$ cat src/rtl/hex_scan_driver_pkg.sv
// Shared constants and helpers for the seven-segment scan driver.
// Segment patterns are active-low {g,f,e,d,c,b,a}.
package hex_pkg;

    typedef logic [1:0] digit_idx_t;

    typedef enum logic {
        PH_GUARD,
        PH_DRIVE
    } slot_phase_t;

    typedef struct packed {
        logic [15:0] value;
        logic [3:0]  dp;
        logic        blank_lz;
    } shadow_t;

    localparam logic [7:0] SEG_OFF  = 8'hFF;
    localparam logic [3:0] GRID_OFF = 4'hF;
    localparam logic [7:0] SEG_DP_ONLY = 8'h7F;

    // Element 15 first: SEG_LUT[n] is the pattern for hex digit n.
    localparam logic [15:0][6:0] SEG_LUT = {
        7'h0E, 7'h06, 7'h21, 7'h46, 7'h03, 7'h08, 7'h10, 7'h00,
        7'h78, 7'h02, 7'h12, 7'h19, 7'h30, 7'h24, 7'h79, 7'h40
    };

    function automatic logic [3:0] grid_onehot_n(input digit_idx_t idx);
        return ~(4'b0001 << idx);
    endfunction

endpackage

$ cat src/rtl/hex_scan_driver_if.sv
// Data-source / display-pin bundle for the scan driver.
// The source side (master) supplies display data; the driver (slave) returns pin values.
interface hex_scan_driver_if;
    logic [15:0] value;
    logic [3:0]  dp_in;
    logic        blank_lz;
    logic        en;
    logic [7:0]  hex_seg;
    logic [3:0]  hex_grid;
    logic        frame_start;

    modport master (output value, dp_in, blank_lz, en,
                    input  hex_seg, hex_grid, frame_start);
    modport slave  (input  value, dp_in, blank_lz, en,
                    output hex_seg, hex_grid, frame_start);
endinterface

$ cat src/rtl/hex_scan_driver_seg_encode.sv
// Hex nibble to active-low seven-segment pattern.
module hex_seg_encode
    import hex_pkg::*;
(
    input  logic [3:0] nib,
    output logic [6:0] seg_n
);
    assign seg_n = SEG_LUT[nib];
endmodule

$ cat src/rtl/hex_scan_driver.sv
// Four-digit multiplexed seven-segment driver with per-slot guard time,
// frame-synchronous data latching and optional leading-zero blanking.
module hex_scan_driver
    import hex_pkg::*;
#(
    parameter int DIV       = 50000,
    parameter int BLANK_CYC = 2
) (
    input  logic          Clk,
    input  logic          Reset_n,
    hex_scan_driver_if.slave bus
);
    localparam int CNT_W = (DIV > 1) ? $clog2(DIV) : 1;

    logic [CNT_W-1:0] cnt_q, cnt_d;
    digit_idx_t       idx_q, idx_d;
    shadow_t          shadow_q, shadow_d;
    logic             load_pending_q, load_pending_d;
    logic [3:0]       grid_q, grid_d;
    logic [7:0]       seg_q, seg_d;
    logic             frame_start_q, frame_start_d;

    logic             wrap;
    slot_phase_t      phase_d;
    logic [3:0]       cur_nib;
    logic [6:0]       enc_seg;
    logic [3:0]       hi_zero;
    logic             blank, dp_cur;

    always_comb begin
        wrap           = (cnt_q == CNT_W'(DIV - 1));
        cnt_d          = wrap ? '0 : cnt_q + 1'b1;
        idx_d          = wrap ? idx_q + 2'd1 : idx_q;
        load_pending_d = 1'b0;
        shadow_d       = shadow_q;
        // Latch only at the frame boundary so a frame is never torn.
        if (load_pending_q || (wrap && idx_q == 2'd3))
            shadow_d = '{value: bus.value, dp: bus.dp_in, blank_lz: bus.blank_lz};
    end

    // hi_zero[i]: nibbles i..3 of the frame being shown are all zero.
    always_comb begin
        hi_zero    = '0;
        hi_zero[3] = (shadow_d.value[15:12] == 4'h0);
        for (int i = 2; i >= 0; i--)
            hi_zero[i] = hi_zero[i+1] && (shadow_d.value[4*i +: 4] == 4'h0);
    end

    assign cur_nib = shadow_d.value[{idx_d, 2'b00} +: 4];

    hex_seg_encode u_enc (
        .nib  (cur_nib),
        .seg_n(enc_seg)
    );

    // Outputs are computed from next-state so they line up with (idx, cnt).
    always_comb begin
        phase_d       = (int'(cnt_d) >= BLANK_CYC) ? PH_DRIVE : PH_GUARD;
        blank         = shadow_d.blank_lz && (idx_d != 2'd0) && hi_zero[idx_d];
        dp_cur        = shadow_d.dp[idx_d];
        frame_start_d = (idx_d == 2'd0) && (cnt_d == '0);
        grid_d        = GRID_OFF;
        seg_d         = SEG_OFF;
        if (bus.en && phase_d == PH_DRIVE) begin
            if (!blank) begin
                grid_d = grid_onehot_n(idx_d);
                seg_d  = {~dp_cur, enc_seg};
            end else if (dp_cur) begin
                grid_d = grid_onehot_n(idx_d);
                seg_d  = SEG_DP_ONLY;
            end
        end
    end

    always_ff @(posedge Clk or negedge Reset_n) begin
        if (!Reset_n) begin
            cnt_q          <= '0;
            idx_q          <= '0;
            shadow_q       <= '0;
            load_pending_q <= 1'b1;
            grid_q         <= GRID_OFF;
            seg_q          <= SEG_OFF;
            frame_start_q  <= 1'b0;
        end else begin
            cnt_q          <= cnt_d;
            idx_q          <= idx_d;
            shadow_q       <= shadow_d;
            load_pending_q <= load_pending_d;
            grid_q         <= grid_d;
            seg_q          <= seg_d;
            frame_start_q  <= frame_start_d;
        end
    end

    assign bus.hex_grid    = grid_q;
    assign bus.hex_seg     = seg_q;
    assign bus.frame_start = frame_start_q;

endmodule
$ cat src/flat_wrapper.sv
// flat-port wrapper written by rule: the top's interface ports become plain ports
module hex_scan_driver_flat import hex_pkg::*;
#(
    parameter int DIV       = 50000,
    parameter int BLANK_CYC = 2
)
  (Clk, Reset_n, bus_value, bus_dp_in, bus_blank_lz, bus_en, bus_hex_seg, bus_hex_grid, bus_frame_start);
  hex_scan_driver_if bus_i ();
  input  logic Clk;
  input  logic Reset_n;
  input wire logic [$bits(bus_i.value)-1:0] bus_value;
  input wire logic [$bits(bus_i.dp_in)-1:0] bus_dp_in;
  input wire logic [$bits(bus_i.blank_lz)-1:0] bus_blank_lz;
  input wire logic [$bits(bus_i.en)-1:0] bus_en;
  output wire logic [$bits(bus_i.hex_seg)-1:0] bus_hex_seg;
  output wire logic [$bits(bus_i.hex_grid)-1:0] bus_hex_grid;
  output wire logic [$bits(bus_i.frame_start)-1:0] bus_frame_start;
  assign bus_i.value = bus_value;
  assign bus_i.dp_in = bus_dp_in;
  assign bus_i.blank_lz = bus_blank_lz;
  assign bus_i.en = bus_en;
  assign bus_hex_seg = bus_i.hex_seg;
  assign bus_hex_grid = bus_i.hex_grid;
  assign bus_frame_start = bus_i.frame_start;
  hex_scan_driver #(.DIV(DIV), .BLANK_CYC(BLANK_CYC)) u_core (.Clk(Clk), .Reset_n(Reset_n), .bus(bus_i));
endmodule
$ cat config.mk
export PLATFORM = sky130hd
export DESIGN_NAME = hex_scan_driver_flat
export DESIGN_NICKNAME = d
export VERILOG_FILES = /design/src/rtl/hex_scan_driver_pkg.sv /design/src/rtl/hex_scan_driver_if.sv /design/src/rtl/hex_scan_driver_seg_encode.sv /design/src/rtl/hex_scan_driver.sv /design/src/flat_wrapper.sv
export SDC_FILE = /design/constraint.sdc
export NUM_CORES = 1
export LEC_CHECK = 0
export BUFFER_PORTS_ARGS = -buffer_cell sky130_fd_sc_hd__clkbuf_2
export CAP_MARGIN = 10
export CORE_ASPECT_RATIO = 1.5
export CORE_MARGIN = 10
export CORE_UTILIZATION = 35
export CTS_CLUSTER_DIAMETER = 120
export DETAILED_ROUTE_END_ITERATION = 8
export GPL_TIMING_DRIVEN = 1
export SLEW_MARGIN = 0
export SYNTH_ARGS = -nofsm -noshare
export SYNTH_HDL_FRONTEND = slang
export SYNTH_SLANG_ARGS = --single-unit
$ cat constraint.sdc
create_clock -name Clk -period 4.75 [get_ports Clk]
set_clock_uncertainty 0.1 [all_clocks]
set_input_delay 0.475 -clock Clk [delete_from_list [all_inputs] [get_ports Clk]]
set_output_delay 0.475 -clock Clk [all_outputs]
set_load 0.05 [all_outputs]
After elaboration in Yosys (flattened, before gate mapping)
Memory sizes are Yosys's and may differ from the RTL's.
Cells that the tools add are included.
{ "classes": {"add_sub_neg": 2, "n_mul": 0, "n_div": 0, "magnitude_cmp": 3, "n_eq_ne": 2, "shifts": 2, "n_mux": 15, "bitwise_logic": 2, "n_reduce_logical": 16} }
{ "op_table": {"columns": ["operator", "n"], "rows": [
  ["8-bit two-way mux", 3],
  ["21-bit two-way mux", 1],
  ["16-bit by 1-bit adder with 16-bit output, second input constant", 1],
  ["16-bit == test, second input constant", 1],
  ["16-bit by 2-bit greater-or-equal comparator with 1-bit output, second input constant", 1],
  ["16-bit logical NOT", 1],
  ["4-bit logical NOT", 4],
  ["16-bit two-way mux", 1],
  ["16-bit by 5-bit indexed part select with 4-bit output", 1],
  ["4-bit two-way mux", 3],
  ["1-bit logical AND", 8],
  ["7-bit two-way mux", 1],
  ["4-bit by 5-bit < comparator with 1-bit output, second input constant", 1],
  ["1-bit binary-select mux with 2-bit select", 2],
  ["4-bit inverter", 1],
  ["1-bit by 2-bit left shift with 4-bit output, first input constant", 1],
  ["2-bit by 3-bit < comparator with 1-bit output, second input constant", 1],
  ["1-bit two-way mux", 3],
  ["2-bit by 1-bit adder with 2-bit output, second input constant", 1],
  ["2-bit == test, second input constant", 1],
  ["2-bit logical NOT", 1],
  ["2-bit two-way mux", 1],
  ["2-bit nonzero test", 1],
  ["1-bit logical OR", 1],
  ["1-bit inverter", 1]
]} }
{ "word_totals": {"register_bits": 53, "latchBits": 0, "ram_bits": 0, "rom_bits": 112, "output_inout_bits": 13, "memories": 1} }
{ "memory_table": {"columns": ["memory", "depth", "word_bits", "rd", "rd_ports_with_merged_regs", "write_ports", "line", "source"], "rows": [
  ["(no name shown)", 16, 7, 1, 0, 0, "hex_scan_driver_seg_encode.sv:8", "assign seg_n = SEG_LUT[nib];"]
]} }

Depth between registers and ports, before layout
{ "logic_depth": {"ltp_word": 13, "ltp_mapped": 14} }

Modules after synthesis
Synthesis repeated with hierarchy kept, for this count alone.
{ "unflattened": {"hier_cells": 267, "hier_area_um2": 3062.9} }
{ "by_module_without_submodules": {"columns": ["module", "instances", "cells_each", "area_per_inst_um2"], "rows": [
  ["hex_scan_driver", 1, 235, 2787.7],
  ["hex_seg_encode", 1, 32, 275.3]
]} }

Worst setup path after synthesis
OpenSTA, ideal clock, no wires.
{ "synth_path": {"kind": "register -> register", "from": "register u_core.cnt_q[0]", "to": "register u_core.seg_q[3], in the netlist u_core.bus.hex_seg[3]", "setup_time_ns": 0.101, "t_arrival_ns": 3.132, "t_required_ns": 4.549, "setup_slack_ns": 1.418, "path_stages_with_launch": 13, "n_path_buf": 1, "synth_period_minus_slack_ns": 3.332, "cell_sequence": "dfrtp_1 -> ha_1 -> and4_1 -> a41oi_2 -> buf_4 -> mux2_4 -> mux2_2 -> a21oi_2 -> inv_1 -> ha_1 -> mux2_1 -> nand2_1 -> o311ai_2"} }
{ "synth_lines": {"columns": ["element", "line", "source"], "rows": [
  ["start, declared", "hex_scan_driver.sv:15", "logic [CNT_W-1:0] cnt_q, cnt_d;"],
  ["start signal, assigned", "hex_scan_driver.sv:85", "cnt_q <= cnt_d;"],
  ["end signal, assigned", "hex_scan_driver.sv:90", "seg_q <= seg_d;"],
  ["end, declared", "hex_scan_driver.sv:20", "logic [7:0] seg_q, seg_d;"]
]} }

==> flow_metrics.py <==
metrics = {
    "outcome": {
        "status": "completed",
    },
    "synth": {
        "yosysWarnings": 0,
        "yosys.area.top_type": "dfrtp_1",
        "synth_enable_flop_cells": 0,
        "synth.cell_area_um2": 2840,
        "synth.distinct_cells": 59,
        "async_flop_share_pct": 100,
        "ys_ff_latch": 53,
        "ys_seq_area_share_pct": 47.2,
        "synth_fp_nets": 283,
        "avgSynthCellArea_um2": 11.4,
        "synth_area_leaders": "dfrtp_1 (35%), dfstp_2 (12%), mux2i_1 (6.7%), mux2_2 (4.4%), ha_1 (4.0%)",
        "syn_inst": 250,
        "synth.top_cell.area_share_pct": 35.2,
        "synthFlopType": "dfrtp_1",
    },
    "clock_network": {
        "clock-sinks": 53,
        "cts_inserted_buffers": 5,
        "cts_tree": "done",
        "cts_resized": 0,
        "postCtsHoldBufs": 0,
        "htreeDepth": 2,
        "root_buffer": "clkbuf_16",
        "cts.clk_slew.worst_paths_ns": 0.07,
        "clockBufferDepth": 2,
        "post_cts_buffers": 0,
        "clk_latency_ns": 0.29,
    },
    "critical_path": {
        "worst-path-max-fanout": 14,
        "crit_required_ns": 4.85,
        "r2r-end": "u_core.bus.hex_seg[3]",
        "r2r_cells": 11,
        "critPathKind": "flip-flop to flip-flop",
        "arrival_ns": 3.82,
        "r2r_start": "u_core.cnt_q[0]",
        "endpoint_kind": "flip-flop",
        "cp-start-kind": "flip-flop",
        "r2r_slack_ns": 1.03,
    },
    "placed_design": {
        "hpwl_um": 4770,
        "port_buffers": 36,
        "place_inst": 385,
        "place_congestion": 0.819,
    },
    "grt": {
        "grt_antenna_before_repair": 0,
        "first_global_vias": 2190,
        "grt.total_usage_pct": 11.0,
        "grt_overflow": 0,
        "grt_start_max_net_pins": 54,
        "grt_pass1_wl_um": 10800,
    },
    "timing": {
        "setup_viol": 0,
        "finalCritPeriodShare_pct": 78.3,
        "drv_slew": 0,
        "relSlewSlack_pct": 37.0,
        "worst_pin_slew_ns": 0.945,
        "rsz0062_at_grt": "false",
        "finalSetupTns_ns": 0,
        "fmax_mhz": 269,
        "finalHoldViolations": 0,
        "finalCriticalPeriod_ns": 3.72,
    },
    "final_layout": {
        "drive_gt1_share_pct": 30.2,
        "area_growth_pct": 15.1,
        "fin_cells": 393,
        "layout.nets": 320,
        "final_common_cell": "dfrtp_1",
        "final_cell_mix": "dfrtp_1 (40), clkbuf_2 (36), mux2i_1 (19)",
        "fillers": 779,
        "antenna_cells": 0,
    },
    "drt": {
        "drc": 0,
        "post_drt_via_cell_ratio": 4.98,
        "wire_per_inst_um": 15.9,
        "first_pass_iters": 4,
        "wl_um": 6270,
        "ant_nets": 0,
        "drt_iter0_drc": 34,
        "num_vias": 1956,
    },
    "power": {
        "ir_drop_mv": 0.169,
        "p_comb_share_pct": 14.5,
        "intPower_w": 0.000747,
        "leakage_nw": 1.51,
        "cellPowerDensity_nw_per_um2": 310,
        "pwr-share-clk_pct": 36.9,
        "switching_share_pct": 26.4,
        "p_seq_share_pct": 48.6,
        "switching_power_w": 0.000267,
    },
    "floorplan": {
        "initial_core_util_pct": 35.7,
        "die_area_um2": 12200,
        "fp-row-count": 40,
        "ioPinCount": 37,
        "die_y_um": 130,
        "die-width_um": 93.6,
        "core-area_um2": 7960,
    },
    "run": {
        "maxCapViolCount": 0,
    },
    "min_path": {
        "min_path_type": "input port to async pin",
    },
}
[kinds of logic after synthesis]
kind of cell | Yosys count | synth area share [%]
buffers and inverters | 31 | 5.15
XOR/XNOR | 15 | 4.89
AND/OR/NAND/NOR | 76 | 16.0
multiplexers | 35 | 14.1
flip-flops | 53 | 47.2
adder cells (fa/ha/maj) | 9 | 3.96
AO/OA/AOI/OAI | 30 | 8.54
other | 1 | 0.132
[synthesized netlist by cell type (3+ instances only)]
master and n:
xor2_1 7, dfstp_2 13, dfrtp_1 40, mux2i_1 19, nor2_1 14, buf_4 4, or3_1 3, nand2_1 14
ha_1 9, and3_1 4, o21ai_0 3, nand2b_1 6, mux2_2 11, inv_1 18, xnor2_1 7, o211ai_1 3
nor4_1 4, and4_1 4, o221ai_1 3, buf_2 4, nand4_1 4, nand3_1 9
[worst max-delay path, stage by stage, from the launching register on]
cell	delay [ns]
dfrtp_1	0.41
ha_1	0.29
and4_1	0.24
a41oi_2	0.79
mux2_4	0.36
mux2_2	0.28
a21oi_2	0.29
inv_1	0.13
ha_1	0.25
mux2_1	0.30
nand2_1	0.08
o311ai_2	0.10
[registers in the layout (all words and copies together) (netlist names)]
register	count
u_core.bus.hex_grid	4
u_core.bus.frame_start	1
u_core.shadow_q	21
u_core.cnt_q	16
u_core.load_pending_q	1
u_core.idx_q	2
u_core.bus.hex_seg	8
[how the worst max path moves through the flow]
stage,from,endpoint,slack (ns),depth (start not counted)
CTS,u_core.cnt_q[0],u_core.bus.hex_seg[3],1.03,11
global route,u_core.cnt_q[0],u_core.bus.hex_seg[0],0.73,10
global placement,u_core.cnt_q[0],u_core.bus.hex_seg[3],1.11,11
floorplan,u_core.cnt_q[0],u_core.bus.hex_seg[3],1.42,12
detailed placement,u_core.cnt_q[0],u_core.bus.hex_seg[3],1.01,11
finish,u_core.cnt_q[0],u_core.bus.hex_seg[3],1.03,11
[routing by layer]
layer	GRT usage, %	routed length (um)
met5	0	0
met4	4.39	116
met3	2.59	250
met2	20.0	3430
met1	11.9	2470
[final cells by class]
class	count	area, um^2	share of cell area [%]
multi-input cells	166	1350	41.3
flip-flops and latches	53	1340	41.0
repair buffers	41	218	6.65
clock buffers	6	139	4.24
well taps	105	131	4.02
inverters	20	75.1	2.29
clock inverters	2	13.8	0.421
[power by group through the flow]
stage	clock, W	sequential, W	combinational (W)
floorplan	0	0.000531	0.0000724
global route	0.000392	0.000495	0.000163
detailed placement	0	0.000501	0.000149
global placement	0	0.000501	0.000146
finish	0.000374	0.000493	0.000147
CTS	0.000389	0.000493	0.000150
[stage by stage]
step / setup WS [ns] / hold WS (ns) / total power [W] / util, % / cell area [um^2]
2_1_floorplan: 1.42 / 0.0794 / 0.000604 / - / 2840
3_3_place_gp: 1.11 / 0.370 / 0.000648 / 39.2 / 3120
3_5_place_dp: 1.01 / 0.376 / 0.000650 / 39.2 / 3120
4_1_cts: 1.03 / 0.242 / 0.00103 / 41.1 / 3270
5_1_grt: 0.730 / 0.276 / 0.00105 / 41.1 / 3270
6_report: 1.03 / 0.213 / 0.00101 / 41.1 / 3270
Note: power is estimated with default switching activity, not from simulation.
